$ cat src/rtl/pll_lock_pkg.sv
// Purpose: shared state encoding and timer sizing helper for the PLL lock sequencer.
// Latency: n/a (declarations only).
// Backpressure: n/a.
package pll_lock_pkg;

  typedef enum logic [1:0] {
    WAIT_LOCK = 2'd0,
    STABILISE = 2'd1,
    HOLD      = 2'd2,
    RUN       = 2'd3
  } state_e;

  // One timer serves both the stabilise and hold phases, so size it for the longer one.
  function automatic int tm_width(input int stable_cycles, input int rst_hold);
    int m;
    m = (stable_cycles > rst_hold) ? stable_cycles : rst_hold;
    return (m > 1) ? $clog2(m) : 1;
  endfunction

endpackage

$ cat src/rtl/sync_2ff.sv
// Purpose: single-bit two-flop synchroniser with synchronous clear.
// Latency: 2 clk cycles from input sample to output.
// Backpressure: none; free-running.
module sync_2ff (
  input  logic clk,
  input  logic clr_i,
  input  logic d_i,
  output logic q_o
);

  logic meta_q;
  logic sync_q;

  // Two-stage capture of an asynchronous input; clear forces both stages low.
  always_ff @(posedge clk) begin
    if (clr_i) begin
      meta_q <= 1'b0;
      sync_q <= 1'b0;
    end else begin
      meta_q <= d_i;
      sync_q <= meta_q;
    end
  end

  assign q_o = sync_q;

endmodule

$ cat src/rtl/pll_lock_sequencer.sv
// Purpose: qualify PLL lock, sequence video reset/enable, filter and count lock losses.
// Latency: reset release STABLE_CYCLES+2 after lock sampled, enable RST_HOLD later; loss reacts LOSS_FILTER+1 after drop.
// Backpressure: none; runs on the free-running board clock.
module pll_lock_sequencer
  import pll_lock_pkg::*;
#(
  parameter int STABLE_CYCLES = 1024,
  parameter int RST_HOLD      = 16,
  parameter int LOSS_FILTER   = 4,
  parameter int CNT_W         = 8
) (
  input  logic             clk,
  input  logic             rst,
  input  logic             pll_locked_i,
  input  logic             clear_i,
  output logic             rst_video_o,
  output logic             video_en_o,
  output logic [CNT_W-1:0] lock_loss_cnt_o,
  output logic             lock_lost_sticky_o,
  output logic [1:0]       state_o
);

  localparam int TM_W = tm_width(STABLE_CYCLES, RST_HOLD);
  localparam int LF_W = (LOSS_FILTER > 1) ? $clog2(LOSS_FILTER) : 1;
  localparam logic [TM_W-1:0] TM_STAB_END = TM_W'(STABLE_CYCLES - 1);
  localparam logic [TM_W-1:0] TM_HOLD_END = TM_W'(RST_HOLD - 1);
  localparam logic [LF_W-1:0] LF_END      = LF_W'(LOSS_FILTER - 1);

  logic             locked_s;
  state_e           state_q, state_d;
  logic [TM_W-1:0]  tm_q, tm_d;
  logic [LF_W-1:0]  lf_q, lf_d;
  logic             rst_video_q, rst_video_d;
  logic             video_en_q, video_en_d;
  logic [CNT_W-1:0] cnt_q, cnt_d;
  logic             sticky_q, sticky_d;
  logic             loss_evt;

  sync_2ff u_sync_lock (
    .clk   (clk),
    .clr_i (rst),
    .d_i   (pll_locked_i),
    .q_o   (locked_s)
  );

  // State, shared timer, loss filter and registered outputs.
  always_ff @(posedge clk) begin
    if (rst) begin
      state_q     <= WAIT_LOCK;
      tm_q        <= '0;
      lf_q        <= '0;
      rst_video_q <= 1'b1;
      video_en_q  <= 1'b0;
    end else begin
      state_q     <= state_d;
      tm_q        <= tm_d;
      lf_q        <= lf_d;
      rst_video_q <= rst_video_d;
      video_en_q  <= video_en_d;
    end
  end

  // Next-state: qualify lock, time the hold, and detect filtered losses (loss beats HOLD->RUN).
  always_comb begin
    state_d  = state_q;
    tm_d     = tm_q;
    lf_d     = '0;
    loss_evt = 1'b0;
    case (state_q)
      WAIT_LOCK: begin
        tm_d = '0;
        if (locked_s) state_d = STABILISE;
      end
      STABILISE: begin
        if (!locked_s) begin
          state_d = WAIT_LOCK;
          tm_d    = '0;
        end else if (tm_q == TM_STAB_END) begin
          state_d = HOLD;
          tm_d    = '0;
        end else begin
          tm_d = tm_q + TM_W'(1);
        end
      end
      HOLD, RUN: begin
        if (!locked_s) begin
          if (lf_q == LF_END) begin
            loss_evt = 1'b1;
            state_d  = WAIT_LOCK;
            tm_d     = '0;
          end else begin
            lf_d = lf_q + LF_W'(1);
          end
        end
        if (!loss_evt && state_q == HOLD) begin
          if (tm_q == TM_HOLD_END) begin
            state_d = RUN;
            tm_d    = '0;
          end else begin
            tm_d = tm_q + TM_W'(1);
          end
        end
      end
      default: begin
        state_d = WAIT_LOCK;
        tm_d    = '0;
      end
    endcase
  end

  // Outputs decoded from the next state so the registered copies track state_q exactly.
  always_comb begin
    rst_video_d = (state_d == WAIT_LOCK) || (state_d == STABILISE);
    video_en_d  = (state_d == RUN);
  end

  // Loss counter and sticky flag; a loss in the same cycle as clear leaves a count of one.
  always_comb begin
    cnt_d    = cnt_q;
    sticky_d = sticky_q;
    if (loss_evt) begin
      sticky_d = 1'b1;
      if (clear_i)           cnt_d = CNT_W'(1);
      else if (cnt_q != '1) cnt_d = cnt_q + CNT_W'(1);
    end else if (clear_i) begin
      cnt_d    = '0;
      sticky_d = 1'b0;
    end
  end

  // Debug counter registers.
  always_ff @(posedge clk) begin
    if (rst) begin
      cnt_q    <= '0;
      sticky_q <= 1'b0;
    end else begin
      cnt_q    <= cnt_d;
      sticky_q <= sticky_d;
    end
  end

  assign rst_video_o        = rst_video_q;
  assign video_en_o         = video_en_q;
  assign lock_loss_cnt_o    = cnt_q;
  assign lock_lost_sticky_o = sticky_q;
  assign state_o            = state_q;

endmodule

$ cat config.mk
export PLATFORM = sky130hd
export DESIGN_NAME = pll_lock_sequencer
export DESIGN_NICKNAME = d
export VERILOG_FILES = /design/src/rtl/pll_lock_pkg.sv /design/src/rtl/sync_2ff.sv /design/src/rtl/pll_lock_sequencer.sv
export SDC_FILE = /design/constraint.sdc
export NUM_CORES = 1
export LEC_CHECK = 0
export BUFFER_PORTS_ARGS = -buffer_cell sky130_fd_sc_hd__buf_4
export CAP_MARGIN = 10
export CORE_MARGIN = 5
export CORE_UTILIZATION = 55
export CTS_CLUSTER_SIZE = 20
export DETAILED_ROUTE_END_ITERATION = 12
export PLACE_DENSITY = 0.76
export SLEW_MARGIN = 0
export SYNTH_ARGS = -nofsm -noshare
export SYNTH_HDL_FRONTEND = slang
export SYNTH_SLANG_ARGS = --single-unit
$ cat constraint.sdc
create_clock -name clk -period 3.25 [get_ports clk]
set_input_delay 0 -clock clk [delete_from_list [all_inputs] [get_ports clk]]
set_output_delay 0 -clock clk [all_outputs]
set_load 0.02 [all_outputs]
## Yosys cells after proc, flatten, opt, wreduce, memory -nomap -nowiden

Index checks and enable logic that the tools add are counted.

| word-level totals | value |
|---|---|
| latch bits | 0 |
| output and inout bits | 13 |
| register bits after elaboration | 27 |
| bits in writable memories | 0 |
| logic and storage cells | 60 |
| memory bits (read-only) | 0 |
| memories | 0 |

| cells by class | value |
|---|---|
| $lt $le $gt $ge | 0 |
| multiplexer cells | 25 |
| divide/modulo/power cells | 0 |
| add/sub/neg operators | 3 |
| reduce and logical (&&, ||, !) cells | 11 |
| shift operators | 0 |
| eq/ne operators | 11 |
| bitwise operators | 1 |
| multipliers | 0 |

Operators with widths:

| cell | number |
|---|---|
| $mux 10 | 6 |
| $mux 8 | 4 |
| $pmux 10 s3 | 1 |
| $mux 2 | 7 |
| $add 10x1->10 const B | 1 |
| $eq 10x10->1 const B | 1 |
| $eq 10x4->1 const B | 1 |
| $add 8x1->8 const B | 1 |
| $eq 2x2->1 const B | 4 |
| $ne 8x8->1 const B | 1 |
| $mux 1 | 6 |
| $ne 3x3->1 const B | 2 |
| $pmux 2 s3 | 1 |
| $eq 2x1->1 const B | 2 |
| $logic_not 2->1 | 2 |
| $reduce_and 2->1 | 2 |
| $reduce_bool 2->1 | 2 |
| $reduce_or 4->1 | 1 |
| $add 2x1->2 const B | 1 |
| $reduce_or 2->1 | 1 |
| $logic_and 1x1->1 | 1 |
| $logic_not 1->1 | 1 |
| $logic_or 1x1->1 | 1 |
| $not 1->1 | 1 |

## Logic depth before layout (Yosys ltp)

Gate-level depths: netlist (run 1).

| depth | value |
|---|---|
| word-level depth | 10 |
| gate-level depth with buffers | 6 |
| depth with buffers taken out | 5 |

## By module

Synthesis (run 1) repeated with hierarchy kept, for this count alone.

| unflattened totals | value |
|---|---|
| cells, all modules | 149 |
| area, all modules | 1338.8 µm² |

By module, submodules not included:

| module | cells each | sequential area each (µm²) | area each (µm²) | times used |
|---|---|---|---|---|
| pll_lock_sequencer | 145 | 500.5 | 1286.2 | 1 |
| sync_2ff | 4 | 40.0 | 52.6 | 1 |

## Worst setup path before layout (run 1)

OpenSTA, ideal clock, no wires.

| timing path | value |
|---|---|
| path kind | reg-to-reg |
| from | register cnt_q[0] (netlist: lock_loss_cnt_o[0]) |
| to | register cnt_q[1] (netlist: lock_loss_cnt_o[1]) |
| data arrival time | 1.481 ns |
| stages on the path, launching flop included | 6 |
| required time | 3.127 ns |
| slack | 1.647 ns |
| buffers on the path | 0 |
| cell sequence | dfxtp_1 -> ha_1 -> nand3_1 -> o21ai_0 -> mux2i_1 -> nor2_1 |

| on the way | value |
|---|---|
| cells in the longest elaborated chain, start to end | 4 |
| elaborated cells on any way between the ends | 7 |
| classes of those cells | 1 x add/sub; 1 x eq/ne; 3 x mux; 2 x reduce/logical |

RTL lines:

| item | RTL line | RTL |
|---|---|---|
| from (decl) | pll_lock_sequencer.sv:35 | `logic [CNT_W-1:0] cnt_q, cnt_d;` |
| from (signal assigned) | pll_lock_sequencer.sv:137 | `cnt_q <= cnt_d;` |
| $add 8x1->8 | pll_lock_sequencer.sv:124 | `else if (cnt_q != '1) cnt_d = cnt_q + CNT_W'(1);` |
| $mux 8 | pll_lock_sequencer.sv:124 |  |
| $mux 8 | pll_lock_sequencer.sv:123 | `if (clear_i) cnt_d = CNT_W'(1);` |
| $mux 8 | pll_lock_sequencer.sv:121 | `if (loss_evt) begin` |

Several ways; a longest one is shown, not always the timed one. The select of a mux whose other input is x is not followed.
A chain may end at the register's enable or synchronous reset.

## Final worst setup path (run 1)

| timing path | value |
|---|---|
| from | register state_q[1] (netlist: state_o[1]) |
| to | register cnt_q[0] (netlist: lock_loss_cnt_o[0]) |

| on the way | value |
|---|---|
| cells in the longest elaborated chain, start to end | 5 |
| elaborated cells on any way between the ends | 7 |
| classes of those cells | 2 x eq/ne; 2 x mux; 3 x reduce/logical |

RTL lines:

| item | RTL line | RTL |
|---|---|---|
| from (decl) | pll_lock_sequencer.sv:30 | `state_e state_q, state_d;` |
| from (signal assigned) | pll_lock_sequencer.sv:55 | `state_q <= state_d;` |
| $eq 2x2->1 | pll_lock_sequencer.sv:69 | `case (state_q)` |
| $reduce_or 2->1 (*) | pll_lock_sequencer.sv:69 |  |
| $mux 1 (*) | pll_lock_sequencer.sv:69 |  |
| $reduce_bool 2->1 (no line) | - |  |
| $reduce_and 2->1 (no line) | - |  |

Every way passes the cells marked *; elsewhere a longest branch is shown, timed or not.

==> results of run 1 <==
==> per-stage QoR <==
stage	cell area, µm²	worst slack (ns)	utilization (%)	power [W]	hold slack, ns
floorplan	1350	1.65	-	0.000350	0.128
global placement	1470	1.54	61.0	0.000355	0.210
detailed placement	1470	1.49	61.0	0.000356	0.219
CTS	1550	0.994	64.1	0.000499	0.446
global route	1550	0.839	64.1	0.000517	0.466
finish	1550	0.982	64.1	0.000492	0.444
==> cell type report <==
class	instances	area share (%)
Sequential cell	27	35.0
Timing Repair Buffer	21	11.0
Clock buffer	4	1.70
Inverter	5	1.21
Multi-Input combinational cell	110	48.7
Tap cell	30	2.43
==> cell usage in the layout (no fill, tap or decap), types with 4 or more instances in the layout <==
cell and n:
o21ai_0 4, nand2_1 7, xnor2_1 6, inv_1 5, nand4_1 6, dfxtp_1 27
a21oi_1 7, nor2_1 14, and3_1 5, nor2b_1 4, buf_4 16, dlygate4sd3_1 5
nand3_1 5, a31oi_1 4
==> timing repair <==
| item | CTS | global route |
|---|---|---|
| endpoints found under the hold margin | 9 | 0 |
| gates resized for setup | 0 | 0 |
| hold buffers | 5 | 0 |
==> power groups by stage <==
stage / clock network, W / registers, W / logic [W]
floorplan: 0 / 0.000341 / 0.00000911
global placement: 0 / 0.000343 / 0.0000129
detailed placement: 0 / 0.000343 / 0.0000131
CTS: 0.000147 / 0.000335 / 0.0000168
global route: 0.000162 / 0.000336 / 0.0000183
finish: 0.000140 / 0.000335 / 0.0000168
==> worst max-delay path, delay by kind of cell (launching register included) <==
| family | cells | cell delay, ns |
|---|---|---|
| DFF | 1 | 0.77 |
| and+or+nand+nor | 1 | 0.33 |
| AOI/OAI and AO/OA | 3 | 0.58 |
| buffers and inverters | 1 | 0.54 |
==> synthesized netlist by cell type (5+ instances only) <==
master | number | area (µm²)
xnor2_1 | 6 | 52.6
nand3_1 | 5 | 25.0
nand4_1 | 6 | 37.5
a21oi_1 | 7 | 35.0
dfxtp_1 | 27 | 541
inv_1 | 5 | 18.8
and3_1 | 5 | 31.3
nand2_1 | 7 | 26.3
nor2_1 | 14 | 52.6
==> cell families (layout without fill, tap and decap cells) <==
logic type	count (synthesis)	after routing
mux	2	2
simple gates	65	65
fa+ha+maj	3	3
buf+inv	13	30
xor+xnor	9	9
flops	27	27
compound gates	31	31
==> path summary, 6_finish.rpt <==
path,from,end,depth (start not counted)
max reg2reg,state_o[1]$_SDFF_PP0_,lock_loss_cnt_o[0]$_SDFFE_PP0P_,5
min,lf_q[0]$_SDFF_PP0_,lf_q[0]$_SDFF_PP0_,1
max,state_o[1]$_SDFF_PP0_,lock_loss_cnt_o[0]$_SDFFE_PP0P_,5
min reg2reg,lf_q[0]$_SDFF_PP0_,lf_q[0]$_SDFF_PP0_,1
==> layer usage <==
| layer | up-vias | share of wire [%] | global-route usage [%] |
|---|---|---|---|
| met5 | - | 0 | 0 |
| met1 | 542 | 45 | 20.3 |
| met4 | 0 | 0.75 | 6.80 |
| met2 | 25 | 49 | 28.2 |
| met3 | 2 | 5.1 | 2.61 |
| li1 | 583 | - | - |
==> state kept, by name (all words and copies together), names as in the netlist <==
name                flops
lf_q                    2
lock_loss_cnt_o         8
lock_lost_sticky_o      1
rst_video_o             1
state_o                 2
tm_q                   10
u_sync_lock.meta_q      1
u_sync_lock.q_o         1
video_en_o              1
==> results_dict.tcl, run 1 <==
set metrics [dict create \
    synth_cells 150 \
    finalNonFillerCells 197 \
    endpoint_kind "register" \
    syn-cell-area_mm2 0.00135 \
    drive_above_1_share_pct 15.6 \
    combPwrFrac_pct 3.4 \
    arrival_ns 2.54 \
    p_sw_w 0.000102 \
    hp-class "register to register" \
    cpMaxStageDelayCell "dfxtp_1" \
    relSlewSlack_pct 55.9 \
    clk_pin_slew_worst_paths_ns 0.14 \
    synth_enable_flop_cells 0 \
    dieHeight_um 59.5 \
    cp-start-kind "register" \
    seq_area_um2 541 \
    dieWidth_um 59.5 \
    synthMuxAreaShare_pct 1.49 \
    post-place-cells 188 \
    avgSynthCellArea_um2 8.97 \
    place_congestion 0.845 \
    rows 18 \
    ys_ff_latch 27 \
    area_growth_pct 14.9 \
    power_density_mw_per_mm2 319 \
    synth_top_family_by_area "simple AND/OR/NAND/NOR gates" \
    fin_nets 175 \
    synth_simple_gate_area_share_pct 28.6 \
    htree_levels 1 \
    ctsRootBufferMaster "clkbuf_4" \
    worst_slew_pin_slew_ns 0.660 \
    grt_pass1_wl_um 4540 \
    max_freq_ghz 0.441 \
    port_buffers 16 \
    synth_xor_area_share_pct 5.86 \
    min_period_ns 2.27 \
    p_int_w 0.000390 \
    setup_viol 0 \
    tns_ns 0 \
    critical_path.cell_chain "and3b_1, o21ai_0, a2bb2oi_1, a21oi_1, dlygate4sd3_1" \
    wl_per_cell_um 13.6 \
    ys_types 45 \
    globalRouteOverflowTotal 0 \
    clock_skew_ns 0.00144 \
    via_per_inst 5.85 \
    rsz0062_at_grt "false" \
    grt_antenna_before_repair 0 \
    cts_tree "built" \
    ys_warn_count 0 \
    wl_um 2680 \
    post-cts-setup-buffers 0 \
    cap_violations 0 \
    grt_pass1_vias 1052 \
    drtIter0Drc 53 \
    maxSlewViolCount 0 \
    drtPass1Iterations 4 \
    finalHoldViolCount 0 \
    grt.total_usage_pct 16.5 \
    syn_nets 157 \
    cts_buffers 3 \
    clkLatencyLatePin_ns 0.31 \
    reg2reg_slack_ns 0.98 \
    multi_input_area_um2 752 \
    hpwl_um 1990 \
    swShare_pct 20.8 \
    num_vias 1152 \
    route.antenna.remaining_nets 0 \
    slowest_delay_ns 0.77 \
    clkPwrFrac_pct 28.5 \
    n_fill_cell 197 \
    io_pins 17 \
    period_share_pct 69.8 \
    diodes 0 \
    crit_required_ns 3.52 \
    crit_type "register to register" \
    initial_utilization_pct 55.8 \
    seq_power_share_pct 68.1 \
    cts.sinks 27 \
    grt_max_degree 20 \
    ys_seq_area_share_pct 40.2 \
    async_flop_share_pct 0 \
    outcome "completed" \
    cts_buffer_depth 2 \
    p_leak_nw 0.580 \
    core_area_mm2 0.00241 \
    die_area_mm2 0.00353 \
    yosys_most_used_dff "dfxtp_1" \
    drcViolationCount 0 \
    synthAdderAreaFrac_pct 2.79 \
    synth_compound_area_share_pct 17.2 \
    peakVddDrop_v 0.000257 \
    path_max_fanout 19 \
]
No activity file was read; power rests on OpenSTA's default activity.
==> inputs of run 2 (changes only) <==
==> constraint.sdc (replaced) <==
create_clock -name clk -period 2.2 [get_ports clk]
set_input_delay 0 -clock clk [delete_from_list [all_inputs] [get_ports clk]]
set_output_delay 0 -clock clk [all_outputs]
set_load 0.02 [all_outputs]
==> results_dict.tcl, run 2 (synthesis gave the netlist of run 1 again) <==
set metrics [dict create \
    drtIter0Drc 67 \
    n_fill_cell 208 \
    drcViolationCount 0 \
    globalRouteOverflowTotal 0 \
    path_max_fanout 5 \
    relSlewSlack_pct 58.5 \
    period_share_pct 76.8 \
    max_freq_ghz 0.592 \
    grt_pass1_vias 1097 \
    holdPathEnd "u_sync_lock.q_o$_SDFF_PP0_" \
    reg2reg_slack_ns 0.51 \
    hpwl_um 2070 \
    reg2reg_depth 5 \
    clk_pin_slew_worst_paths_ns 0.14 \
    top_register "tm_q" \
    cts_buffer_depth 2 \
    layout_commonest_cell "dfxtp_1" \
    arrival_ns 1.91 \
    hp-class "register to register" \
    timing.rr.end "lock_loss_cnt_o[1]$_SDFFE_PP0P_" \
    crit_required_ns 2.42 \
    cts_buffers 3 \
    cp-startpoint "lock_loss_cnt_o[0]$_SDFFE_PP0P_" \
    cap_violations 0 \
    io_pins 17 \
    die_area_mm2 0.00353 \
    drive_above_1_share_pct 16.2 \
    p_leak_nw 0.578 \
    via_per_inst 5.99 \
    diodes 0 \
    clock_skew_ns 0.00867 \
    fin_util_pct 64.0 \
    dpl_worst_slack_ns 0.542 \
    wl_um 2810 \
    fin_ws_ns 0.511 \
    route.antenna.remaining_nets 0 \
    drtPass1Iterations 5 \
    post_cts_resize_count 0 \
    fin_nets 175 \
    ctsRootBufferMaster "clkbuf_4" \
    reg2reg_from "lock_loss_cnt_o[0]$_SDFFE_PP0P_" \
    slowest_delay_ns 0.51 \
    rsz0062_at_grt "false" \
    tns_ns 0 \
    outcome "completed" \
    cp_top_family "compound AO/OA/AOI/OAI gates" \
    hold_depth 1 \
    grt_pass1_wl_um 4780 \
    dieWidth_um 59.5 \
    finalPower_w 0.000722 \
    grt_antenna_before_repair 0 \
    worstHoldStart "u_sync_lock.meta_q$_SDFF_PP0_" \
    port_buffers 16 \
    final_cell_mix "27 x dfxtp_1, 17 x buf_4, 14 x nor2_1" \
    finalHoldViolCount 0 \
    cts_tree "built" \
    worst_slew_pin_slew_ns 0.622 \
    crit_buf_inv 0 \
    setup_viol 0 \
    critical_path.cell_chain "ha_1, nand3_1, o21ai_0, mux2i_1, nor2_1" \
    num_vias 1181 \
    cts.sinks 27 \
    maxSlewViolCount 0 \
    seq_area_um2 541 \
    htree_levels 1 \
    final_cell_area_mm2 0.00154 \
    dieHeight_um 59.5 \
    place_congestion 0.867 \
    power_density_mw_per_mm2 468 \
    endpoint_kind "register" \
    grt_max_degree 20 \
    peakVddDrop_v 0.000353 \
    area_growth_pct 14.7 \
    worst-path-stages 5 \
    core_area_mm2 0.00241 \
    initial_utilization_pct 55.8 \
    multi_input_area_um2 752 \
    clkLatencyLatePin_ns 0.31 \
    cpMaxStageDelayCell "o21ai_0" \
    place_area_mm2 0.00148 \
    grt.total_usage_pct 17.6 \
    wl_per_cell_um 14.2 \
    cp-start-kind "register" \
    largest_register_ffs 10 \
    crit_type "register to register" \
    min_period_ns 1.69 \
    rows 18 \
]
[run 2: cell count changes in the layout (fill, tap and decap cells not counted), sizes merged]
cell         change
buf              +1
dlygate4sd3      -1
[run 2: layout make-up]
class	instances	share of cell area (%)
Inverter	5	1.22
Timing Repair Buffer	21	10.9
Tap cell	30	2.43
Clock buffer	4	1.70
Sequential cell	27	35.0
Multi-Input combinational cell	110	48.7
[run 2: repair_timing]
item,4_1_cts,5_1_grt
hold endpoints to repair,8,0
hold buffers,4,0
setup buffers,0,0
[run 2: power breakdown]
part	total, W	switching (W)	internal (W)
clock	0.000202	0.000131	0.0000707
combinational	0.0000250	0.0000112	0.0000138
sequential	0.000495	0.00000421	0.000491
[run 2: through the flow]
stage,hold slack [ns],std cells
final,0.457,197
after floorplan,0.128,150
after CTS,0.457,197
after global placement,0.210,189
after detailed placement,0.224,189
after global routing,0.471,197
[run 2: worst max path at each step]
stage,slack [ns],endpoint
2_1_floorplan,0.60,lock_loss_cnt_o[1]$_SDFFE_PP0P_
4_1_cts,0.51,lock_loss_cnt_o[1]$_SDFFE_PP0P_
6_report,0.51,lock_loss_cnt_o[1]$_SDFFE_PP0P_
5_1_grt,0.30,lock_loss_cnt_o[2]$_SDFFE_PP0P_
3_5_place_dp,0.54,lock_loss_cnt_o[1]$_SDFFE_PP0P_
3_3_place_gp,0.55,lock_loss_cnt_o[1]$_SDFFE_PP0P_
[run 2: routing by layer]
layer / vias up / share of wire (%) / track usage (%)
met5: - / 0 / 0
met2: 37 / 49 / 30.7
met1: 555 / 44 / 21.5
met4: 0 / 1.6 / 6.80
li1: 583 / - / -
met3: 6 / 5.6 / 2.61
==> inputs of run 3 (changes only) <==
--- a/config.mk
+++ b/config.mk
@@ -5,13 +5,14 @@
 export SDC_FILE = /design/constraint.sdc
 export NUM_CORES = 1
 export LEC_CHECK = 0
+export ABC_AREA = 1
 export BUFFER_PORTS_ARGS = -buffer_cell sky130_fd_sc_hd__buf_4
 export CAP_MARGIN = 10
 export CORE_MARGIN = 5
-export CORE_UTILIZATION = 55
+export CORE_UTILIZATION = 51
 export CTS_CLUSTER_SIZE = 20
 export DETAILED_ROUTE_END_ITERATION = 12
-export PLACE_DENSITY = 0.76
+export PLACE_DENSITY = 0.74
 export SLEW_MARGIN = 0
 export SYNTH_ARGS = -nofsm -noshare
 export SYNTH_HDL_FRONTEND = slang
==> constraint.sdc (replaced) <==
create_clock -name clk -period 1.45 [get_ports clk]
set_input_delay 0 -clock clk [delete_from_list [all_inputs] [get_ports clk]]
set_output_delay 0 -clock clk [all_outputs]
set_load 0.02 [all_outputs]
==> results_dict.tcl, run 3 <==
set metrics [dict create \
    cts_buffers 3 \
    clk_pin_slew_worst_paths_ns 0.15 \
    ys_warn_count 0 \
    grt_pass1_wl_um 5720 \
    syn-cell-area_mm2 0.00147 \
    die_area_mm2 0.00407 \
    relSlewSlack_pct 74.8 \
    ys_ff_latch 27 \
    cap_violations 0 \
    outcome "completed" \
    finalNonFillerCells 284 \
    initial_utilization_pct 53.4 \
    place_congestion 0.906 \
    peakVddDrop_v 0.000638 \
    arrival_ns 1.64 \
    synth_common_cells "46 x nand2_1, 34 x nor2_1, 33 x inv_1, 27 x dfxtp_1, 26 x nand3_1" \
    globalRouteOverflowTotal 0 \
    period_share_pct 95.7 \
    finalHoldViolCount 0 \
    ys_types 24 \
    worst_slew_pin_slew_ns 0.377 \
    min_period_ns 1.39 \
    diodes 0 \
    ys_seq_area_share_pct 36.7 \
    syn_nets 225 \
    finalPower_w 0.00115 \
    synth_top_area_share_pct 36.7 \
    avgSynthCellArea_um2 6.76 \
    grt.total_usage_pct 17.2 \
    yosys-top-cells-area "dfxtp_1 37%, nand2_1 12%, nand3_1 8.8%, nor2_1 8.7%, inv_1 8.4%" \
    drtPass1Iterations 4 \
    maxSlewViolCount 0 \
    largest_register_ffs 10 \
    synth_cells 218 \
    grt_pass1_vias 1347 \
    cp-start-kind "register" \
    max_freq_ghz 0.720 \
    hpwl_um 2430 \
    yosys_most_used_dff "dfxtp_1" \
    place_area_mm2 0.00170 \
    synth_enable_flop_cells 0 \
    p_leak_nw 0.809 \
    layout_commonest_cell "nand2_1" \
    final_cell_mix "44 x nand2_1, 34 x nor2_1, 32 x inv_1" \
    io_pins 17 \
    area_growth_pct 26.4 \
    crit_type "register to register" \
    yosysTopAreaCell "dfxtp_1" \
    path_max_fanout 6 \
    drive_above_1_share_pct 26.5 \
    post-place-cells 274 \
    cts.sinks 27 \
    route.antenna.remaining_nets 0 \
    n_fill_cell 238 \
    async_flop_share_pct 0 \
    tns_ns 0 \
    num_vias 1434 \
    fin_util_pct 67.6 \
    ctsRootBufferMaster "clkbuf_4" \
    drcViolationCount 0 \
    grt_max_degree 16 \
    clock_skew_ns 0.00180 \
    port_buffers 16 \
    power_density_mw_per_mm2 616 \
    via_per_inst 5.05 \
    endpoint_kind "register" \
    setup_viol 0 \
    cts_tree "built" \
    clkLatencyLatePin_ns 0.34 \
    drtIter0Drc 63 \
    hp-class "register to register" \
    fin_nets 261 \
    core_area_mm2 0.00276 \
    rows 19 \
    top_register "tm_q" \
    wl_per_cell_um 11.6 \
    crit_required_ns 1.70 \
    cts_buffer_depth 2 \
    yosysMostFrequentCell "nand2_1" \
    wl_um 3310 \
    dieHeight_um 63.8 \
    htree_levels 1 \
    final_cell_area_mm2 0.00186 \
    dieWidth_um 63.8 \
    grt_antenna_before_repair 0 \
]
[run 3: cell types whose count changed in the layout (fill, tap and decap cells not counted), sizes merged, moves of 13 or more]
cell   previous run  this run
nor2             14        40
inv               5        37
buf              17        30
nand3             5        28
nand2             7        49
[run 3: repair_timing]
| action | 4_1_cts | 5_1_grt |
|---|---|---|
| gates resized for setup | 1 | 20 |
| pin swaps | 0 | 7 |
| hold buffers | 4 | 0 |
| setup buffers | 0 | 2 |
| hold endpoints to repair | 13 | 0 |
| setup endpoints to repair | 5 | 17 |
[run 3: logic make-up (layout without fill, tap and decap cells)]
kind of cell / after synthesis / in the layout / share of synthesized area, %
AND/OR/NAND/NOR: 125 / 125 / 39.3
buffers and inverters: 40 / 75 / 10.8
adder cells (fa/ha/maj): 3 / 3 / 2.55
AO/OA/AOI/OAI: 22 / 22 / 10.1
flip-flops: 27 / 27 / 36.7
XOR/XNOR: 1 / 1 / 0.594
[run 3: per-stage QoR]
step | hold slack (ns) | setup WS, ns
4_1_cts | 0.426 | 0.0295
2_1_floorplan | 0.107 | 0.0124
5_1_grt | 0.448 | -0.0200
3_3_place_gp | 0.206 | 0.0546
3_5_place_dp | 0.245 | -0.0117
6_report | 0.423 | 0.0621
[run 3: critical path: stages (launching register included)]
cell      delay (ns)
dfxtp_2         0.38
ha_4            0.15
nand2_2         0.06
nor2_4          0.14
nand3_4         0.10
o21bai_4        0.18
inv_2           0.06
nor2_4          0.16
nor2_1          0.06
[run 3: final timing paths]
check / start / end / slack [ns] / cells past startpoint
min: u_sync_lock.meta_q$_SDFF_PP0_ / u_sync_lock.q_o$_SDFF_PP0_ / 0.42 / 2
max reg2reg: tm_q[1]$_SDFFE_PP0P_ / tm_q[9]$_SDFFE_PP0P_ / 0.06 / 8
min reg2reg: u_sync_lock.meta_q$_SDFF_PP0_ / u_sync_lock.q_o$_SDFF_PP0_ / 0.42 / 2
max: tm_q[1]$_SDFFE_PP0P_ / tm_q[9]$_SDFFE_PP0P_ / 0.06 / 8
[run 3: where the power goes]
group,internal [W],switching [W]
clock network,0.000104,0.000235
logic,0.0000233,0.0000352
registers,0.000744,0.00000474
[run 3: layout make-up]
| cell class | count | area [µm²] | share of cell area (%) |
|---|---|---|---|
| Tap cell | 31 | 38.8 | 2.08 |
| Timing Repair Buffer | 34 | 265 | 14.2 |
| Sequential cell | 27 | 552 | 29.6 |
| Multi-Input combinational cell | 151 | 841 | 45.1 |
| Inverter | 37 | 139 | 7.45 |
| Clock buffer | 3 | 22.5 | 1.21 |
| Clock inverter | 1 | 5.00 | 0.269 |
[run 3: layer usage]
metal  up-vias  global-route usage [%]  wire [µm]
met1       650                    22.8       1570
li1        758                       -          -
met5         -                       0          0
met4         0                    6.49         56
met3         4                    3.85        127
met2        22                    27.3       1550
